### config.mk
export PLATFORM = sky130hd
export DESIGN_NAME = pc_jump_unit
export DESIGN_NICKNAME = d
export VERILOG_FILES = /design/src/rtl/pc_jump_unit_pkg.sv /design/src/rtl/pc_jump_unit_ras_stack.sv /design/src/rtl/pc_jump_unit.sv
export SDC_FILE = /design/constraint.sdc
export NUM_CORES = 1
export LEC_CHECK = 0
export BUFFER_PORTS_ARGS = -buffer_cell sky130_fd_sc_hd__buf_4
export CORE_UTILIZATION = 31
export CTS_CLUSTER_DIAMETER = 60
export DETAILED_ROUTE_END_ITERATION = 7
export GPL_ROUTABILITY_DRIVEN = 0
export GPL_TIMING_DRIVEN = 0
export SKIP_LAST_GASP = 1
export SYNTH_ARGS = -nofsm -noshare
export SYNTH_HDL_FRONTEND = slang
export SYNTH_SLANG_ARGS = --single-unit
### constraint.sdc
create_clock -name clk -period 4 [get_ports clk]
set_input_delay 0.8 -clock clk [delete_from_list [all_inputs] [get_ports clk]]
set_output_delay 0.8 -clock clk [all_outputs]
set_load 0.05 [all_outputs]
### src/rtl/pc_jump_unit_pkg.sv
`default_nettype none
// ============================================================================
//  Module      : pc_jump_unit_pkg
//  Description : Shared constants for the fetch-stage PC / jump unit:
//                default widths, reset PC and the next-PC select encoding.
//  Revision    : 1.0 - initial parametrised release
// ============================================================================
package pc_jump_unit_pkg;

    // Default geometry (MIPS-style 32-bit PC, 26-bit J-format immediate)
    localparam int unsigned DEF_ADDR_W   = 32;
    localparam int unsigned DEF_IMM_W    = 26;
    localparam logic [31:0] DEF_RESET_PC = 32'h0000_0000;

    // Next-PC source select
    localparam int unsigned      NPC_W     = 3;
    localparam logic [NPC_W-1:0] NPC_SEQ   = 3'd0;  // pc + 4
    localparam logic [NPC_W-1:0] NPC_JUMP  = 3'd1;  // J/JAL pseudo-direct target
    localparam logic [NPC_W-1:0] NPC_JR    = 3'd2;  // JR forwarded register value
    localparam logic [NPC_W-1:0] NPC_RAS   = 3'd3;  // JR $ra predicted from RAS
    localparam logic [NPC_W-1:0] NPC_REDIR = 3'd4;  // later-stage correction
    localparam logic [NPC_W-1:0] NPC_HOLD  = 3'd5;  // stall

endpackage
`default_nettype wire

### src/rtl/pc_jump_unit_ras_stack.sv
`default_nettype none
// ============================================================================
//  Module      : ras_stack
//  Description : Circular return-address stack. Push writes entry[ptr] and
//                advances; pop retreats. Overflow silently overwrites the
//                oldest entry while the valid count saturates at RAS_DEPTH.
//  Revision    : 1.0 - initial release
// ============================================================================
module ras_stack #(
    parameter int unsigned ADDR_W    = 32,
    parameter int unsigned RAS_DEPTH = 4
) (
    input  logic                         clk,
    input  logic                         rst_n,
    input  logic                         push,
    input  logic                         pop,
    input  logic [ADDR_W-1:0]            push_data,
    output logic [ADDR_W-1:0]            top,
    output logic [$clog2(RAS_DEPTH):0]   count
);

    localparam int unsigned PTR_W = $clog2(RAS_DEPTH);
    localparam int unsigned CNT_W = PTR_W + 1;

    localparam logic [PTR_W-1:0] c_ptr_one = PTR_W'(1);
    localparam logic [CNT_W-1:0] c_cnt_one = CNT_W'(1);
    localparam logic [CNT_W-1:0] c_depth   = CNT_W'(RAS_DEPTH);

    logic [ADDR_W-1:0] r_entry [RAS_DEPTH];
    logic [PTR_W-1:0]  r_ptr;
    logic [CNT_W-1:0]  r_count;
    logic [PTR_W-1:0]  w_top_idx;

    // Top of stack is the slot just below the write pointer (wraps naturally)
    assign w_top_idx = r_ptr - c_ptr_one;
    assign top       = r_entry[w_top_idx];
    assign count     = r_count;

    // Stack storage, pointer and occupancy; pop takes precedence if both asserted
    always_ff @(posedge clk or negedge rst_n) begin
        if (!rst_n) begin
            for (int i = 0; i < int'(RAS_DEPTH); i++) begin
                r_entry[i] <= '0;
            end
            r_ptr   <= '0;
            r_count <= '0;
        end else if (pop && (r_count != '0)) begin
            r_ptr   <= r_ptr - c_ptr_one;
            r_count <= r_count - c_cnt_one;
        end else if (push) begin
            r_entry[r_ptr] <= push_data;
            r_ptr          <= r_ptr + c_ptr_one;
            if (r_count != c_depth) begin
                r_count <= r_count + c_cnt_one;
            end
        end
    end

endmodule
`default_nettype wire

### src/rtl/pc_jump_unit.sv
`default_nettype none
// ============================================================================
//  Module      : pc_jump_unit
//  Description : Fetch-stage PC register with J/JAL pseudo-direct target
//                generation, JR target select, stall/redirect handling and a
//                return-address stack predicting JR $ra from JAL history.
//                ADDR_W must be >= IMM_W + 2.
//  Revision    : 1.0 - parametrised successor to fixed-width jump adder
// ============================================================================
module pc_jump_unit
    import pc_jump_unit_pkg::*;
#(
    parameter int unsigned        ADDR_W    = DEF_ADDR_W,
    parameter int unsigned        IMM_W     = DEF_IMM_W,
    parameter int unsigned        RAS_DEPTH = 4,
    parameter logic [ADDR_W-1:0]  RESET_PC  = ADDR_W'(DEF_RESET_PC)
) (
    input  logic                        clk,
    input  logic                        rst_n,
    input  logic                        stall,
    input  logic                        redirect,
    input  logic [ADDR_W-1:0]           redirect_pc,
    input  logic                        jump_valid,
    input  logic                        jump_link,
    input  logic [IMM_W-1:0]            jump_imm,
    input  logic                        jr_valid,
    input  logic                        jr_is_ra,
    input  logic [ADDR_W-1:0]           jr_target,
    input  logic [ADDR_W-1:0]           pcp4_id,
    output logic [ADDR_W-1:0]           pc,
    output logic [ADDR_W-1:0]           pcp4,
    output logic                        ras_used,
    output logic [$clog2(RAS_DEPTH):0]  ras_count
);

    localparam logic [ADDR_W-1:0] c_pc_inc = ADDR_W'(4);

    logic [ADDR_W-1:0]  r_pc;
    logic [ADDR_W-1:0]  w_jtgt;
    logic [ADDR_W-1:0]  w_next_pc;
    logic [NPC_W-1:0]   w_npc_sel;
    logic               w_push;
    logic               w_pop;
    logic [ADDR_W-1:0]  w_ras_top;
    logic [$clog2(RAS_DEPTH):0] w_ras_count;

    // Pseudo-direct target: upper PC bits of the ID instruction's PC+4
    generate
        if (ADDR_W > IMM_W + 2) begin : g_jtgt_upper
            logic w_unused_pcp4_lo;
            assign w_unused_pcp4_lo = &{1'b0, pcp4_id[IMM_W+1:0]};
            assign w_jtgt = {pcp4_id[ADDR_W-1:IMM_W+2], jump_imm, 2'b00};
        end else begin : g_jtgt_exact
            logic w_unused_pcp4;
            assign w_unused_pcp4 = &{1'b0, pcp4_id};
            assign w_jtgt = {jump_imm, 2'b00};
        end
    endgenerate

    // Next-PC priority: redirect > stall > JR (wins over J too) > J/JAL > sequential
    always_comb begin
        w_npc_sel = NPC_SEQ;
        if (redirect) begin
            w_npc_sel = NPC_REDIR;
        end else if (stall) begin
            w_npc_sel = NPC_HOLD;
        end else if (jr_valid) begin
            w_npc_sel = (jr_is_ra && (w_ras_count != '0)) ? NPC_RAS : NPC_JR;
        end else if (jump_valid) begin
            w_npc_sel = NPC_JUMP;
        end
    end

    // Next-PC data mux
    always_comb begin
        w_next_pc = r_pc + c_pc_inc;
        case (w_npc_sel)
            NPC_REDIR: w_next_pc = redirect_pc;
            NPC_HOLD:  w_next_pc = r_pc;
            NPC_RAS:   w_next_pc = w_ras_top;
            NPC_JR:    w_next_pc = jr_target;
            NPC_JUMP:  w_next_pc = w_jtgt;
            default:   w_next_pc = r_pc + c_pc_inc;
        endcase
    end

    // Reset gates the stack controls so nothing reports a pop while held in reset
    assign w_pop    = rst_n && (w_npc_sel == NPC_RAS);
    assign w_push   = rst_n && (w_npc_sel == NPC_JUMP) && jump_link;
    assign ras_used = w_pop;

    // Fetch PC register
    always_ff @(posedge clk or negedge rst_n) begin
        if (!rst_n) begin
            r_pc <= RESET_PC;
        end else begin
            r_pc <= w_next_pc;
        end
    end

    ras_stack #(
        .ADDR_W    (ADDR_W),
        .RAS_DEPTH (RAS_DEPTH)
    ) u_ras (
        .clk       (clk),
        .rst_n     (rst_n),
        .push      (w_push),
        .pop       (w_pop),
        .push_data (pcp4_id),
        .top       (w_ras_top),
        .count     (w_ras_count)
    );

    assign pc        = r_pc;
    assign pcp4      = r_pc + c_pc_inc;
    assign ras_count = w_ras_count;

endmodule
`default_nettype wire

==> flow_summary.ini <==
[run_status]
status = finished, final reports clean

[place]
post-place-cells = 1396
io_buffers = 196
place_hpwl_um = 22430

[timing]
fin_skew_ns = 0.01220
rsz0062_at_grt = no
worst_slew_pin_slew_ns = 0.7655
fmax_mhz = 271.0
slew_viol_final = 0
relSlewSlack_pct = 48.49
setup_viol = 0
holdWs_ns = 0.3072
period_needed_ns = 3.691
final-hold-violation-count = 0
finalCritPeriodShare_pct = 92.27

[finish]
fin_nets = 1167
num-fill-cells = 2772
drive_above_1_share_pct = 38.89
syn2layout_area_growth_pct = 28.94
layoutNonFillerInstCount = 1431

[synthesis]
ys_seq_elements = 165
ys_types = 48
syn-cell-area_mm2 = 0.008997
synth_top_family_by_area = multiplexers
syn_inst = 815
synthFlopType = dfrtp_1
synth_xor_area_share_pct = 2.823
muxShareOfSynthArea_pct = 22.36
yosys.area.top_type_share_pct = 45.89
synth-async-reset-ratio_pct = 100.0
synth_compound_area_share_pct = 10.93
avgSynthCellArea_um2 = 11.04
synth_nets = 951
yosysTopAreaCell = dfrtp_1
synthSimpleGateAreaFrac_pct = 11.99
ys_top_cells_by_count = 165 x dfrtp_1, 112 x mux2_2, 62 x nand2_1
yosys.area_share.adder_pct = 0.9178
synth_area_leaders = dfrtp_1 46%, mux2_2 14%, mux4_2 8.0%
yosys_warnings = 0
seq_area_frac_synth_pct = 45.89
synth.most_common_cell = dfrtp_1
synth-edff-count = 0

[global_route]
antenna_found_initial = 1
grt_pass1_vias = 7380
grt_max_degree = 98
track_usage_pct = 19.89
grt.overflow.total = 0
grt_pass1_wl_um = 43280

[worst_setup_path]
cp.arrival_ns = 2.89
crit_type = flip-flop to primary output
cp-start-kind = flip-flop
endpoint_kind = primary output
worstPathRequired_ns = 3.20
cp_max_fo = 9

[power]
total_leakage_power_nw = 5.445
vdd_drop_max_mv = 0.3190
pwr_density_cell_mw_per_mm2 = 517.0

[route]
top_layer_used = met4
vias = 7476
wl_met2_um = 14290
remaining_drc_errors = 0
wl_um = 29070
via_per_inst = 5.224
dr_wl_met3_um = 2108
drt_first_pass_iters = 5
drt-met1-wl_um = 12030
drtIter0Drc = 655
ant_nets = 0
wire_per_inst_um = 20.32

[die]
die_h_um = 172.4
coreArea_mm2 = 0.02863
io_pins = 198
dieArea_mm2 = 0.02971
die_w_um = 172.4
initial_utilization_pct = 31.43
num_rows = 62

[clock_tree]
numCtsBuffers = 17
clockBufferDepth = 2
clock_sinks = 165
htree_num_levels = 4
worstSkewPairLatency_ns = 0.44
cts-root-buf = clkbuf_16
tritoncts = built
post_cts_buffers = 0
path_clk_slew_ns = 0.08

[job]
drv_cap = 0

[min_path]
min_path_type = primary input to async pin
## registers in the layout, summed over array words and instances (netlist names)
signal,count
u_ras.count,3
u_ras.r_entry,128
pc,32
u_ras.r_ptr,2
## stage by stage
step / cell area, µm² / utilization (%) / setup slack, ns / setup TNS, ns / power (mW)
global placement: 10950 / 38.25 / -0.3999 / -39.90 / 4.334
CTS: 11590 / 40.50 / 0.1651 / 0 / 6.045
global route: 11590 / 40.50 / 0.05339 / 0 / 6.294
finish: 11600 / 40.53 / 0.3094 / 0 / 5.997
detailed placement: 10980 / 38.37 / 0.1818 / 0 / 4.375
floorplan: 8997 / - / 0.5198 / 0 / 3.635
## placed cells by master, fill, tap and decap left out, types with 4 or more instances in the layout
cell       instances
mux2_2           112
nand4_1           11
o22ai_1           31
nor4_1             5
nand3_1           57
inv_6              5
ha_1               5
clkbuf_1          36
nor2_1            22
o21a_1             7
buf_6              8
clkinv_8           6
dfrtp_1          165
o211a_1            9
a21oi_1           52
and4_1             4
a211oi_1           6
nor3_1            10
xor2_1            15
a311oi_1          12
inv_1             39
and3_1            26
o21ai_0           25
clkbuf_16         17
nand2_1           62
buf_4            197
xnor2_1           14
nand2_2            4
mux4_2            32
buf_2             12
## layer usage
| layer | vias up | global-route usage [%] |
|---|---|---|
| li1 | 3437 | - |
| met4 | 0 | 6.541 |
| met3 | 42 | 5.287 |
| met2 | 300 | 33.77 |
| met1 | 3697 | 24.39 |
| met5 | - | 0 |
## logic make-up (layout without fill, tap and decap cells)
| group | count (synthesis) | count (layout) |
|---|---|---|
| adder cells (fa/ha/maj) | 6 | 6 |
| AND/OR/NAND/NOR | 213 | 213 |
| buffers and inverters | 100 | 329 |
| other | 0 | 3 |
| XOR/XNOR | 29 | 29 |
| flip-flops | 165 | 165 |
| multiplexers | 147 | 147 |
| AO/OA/AOI/OAI | 155 | 155 |
## report_power, final
| part | switching, mW | total (mW) | internal [mW] |
|---|---|---|---|
| combinational | 1.23 | 2.12 | 0.891 |
| clock | 0.814 | 1.66 | 0.848 |
| sequential | 0.230 | 2.21 | 1.98 |
| total | 2.28 | 6.00 | 3.72 |
## final timing paths
check                             startpoint                 to  slack (ns)  depth (start not counted)
setup / recovery                       pc[2]           pcp4[31]        0.31                          7
hold / removal                         rst_n             pc[28]        0.31                          1
setup reg to reg              u_ras.r_ptr[0]             pc[13]        0.35                         10
hold reg to reg            u_ras.r_entry[63]  u_ras.r_entry[63]        0.48                          2
max in group asynchronous              rst_n  u_ras.r_entry[67]        2.79                          2
min in group clk           u_ras.r_entry[63]  u_ras.r_entry[63]        0.48                          2
## cell type report
cell class                 instances  area [µm²]  share of cell area (%)
antenna                            3       7.507                 0.06471
buffer                            61       312.8                   2.696
clock buffer                      17       425.4                   3.667
clock inverter                    15       182.7                   1.575
inverter                          39       146.4                   1.262
multi-input combinational        550        4410                   38.02
sequential                       165        4129                   35.59
tap                              384       480.5                   4.142
timing repair buffer             197        1506                   12.99
## critical path, stage by stage (launching register included)
cell,delay (ns)
dfrtp_1,0.47
and3_1,0.18
clkbuf_1,0.25
nand3_1,0.33
nor3_2,0.57
and2_1,0.29
xor2_1,0.16
buf_4,0.21
## timing repair
| item | CTS | global route |
|---|---|---|
| gates resized for setup | 0 | 2 |
| setup endpoints to repair | 0 | 1 |
| hold buffers | 0 | 0 |
Note: power is estimated with default switching activity, not from simulation.
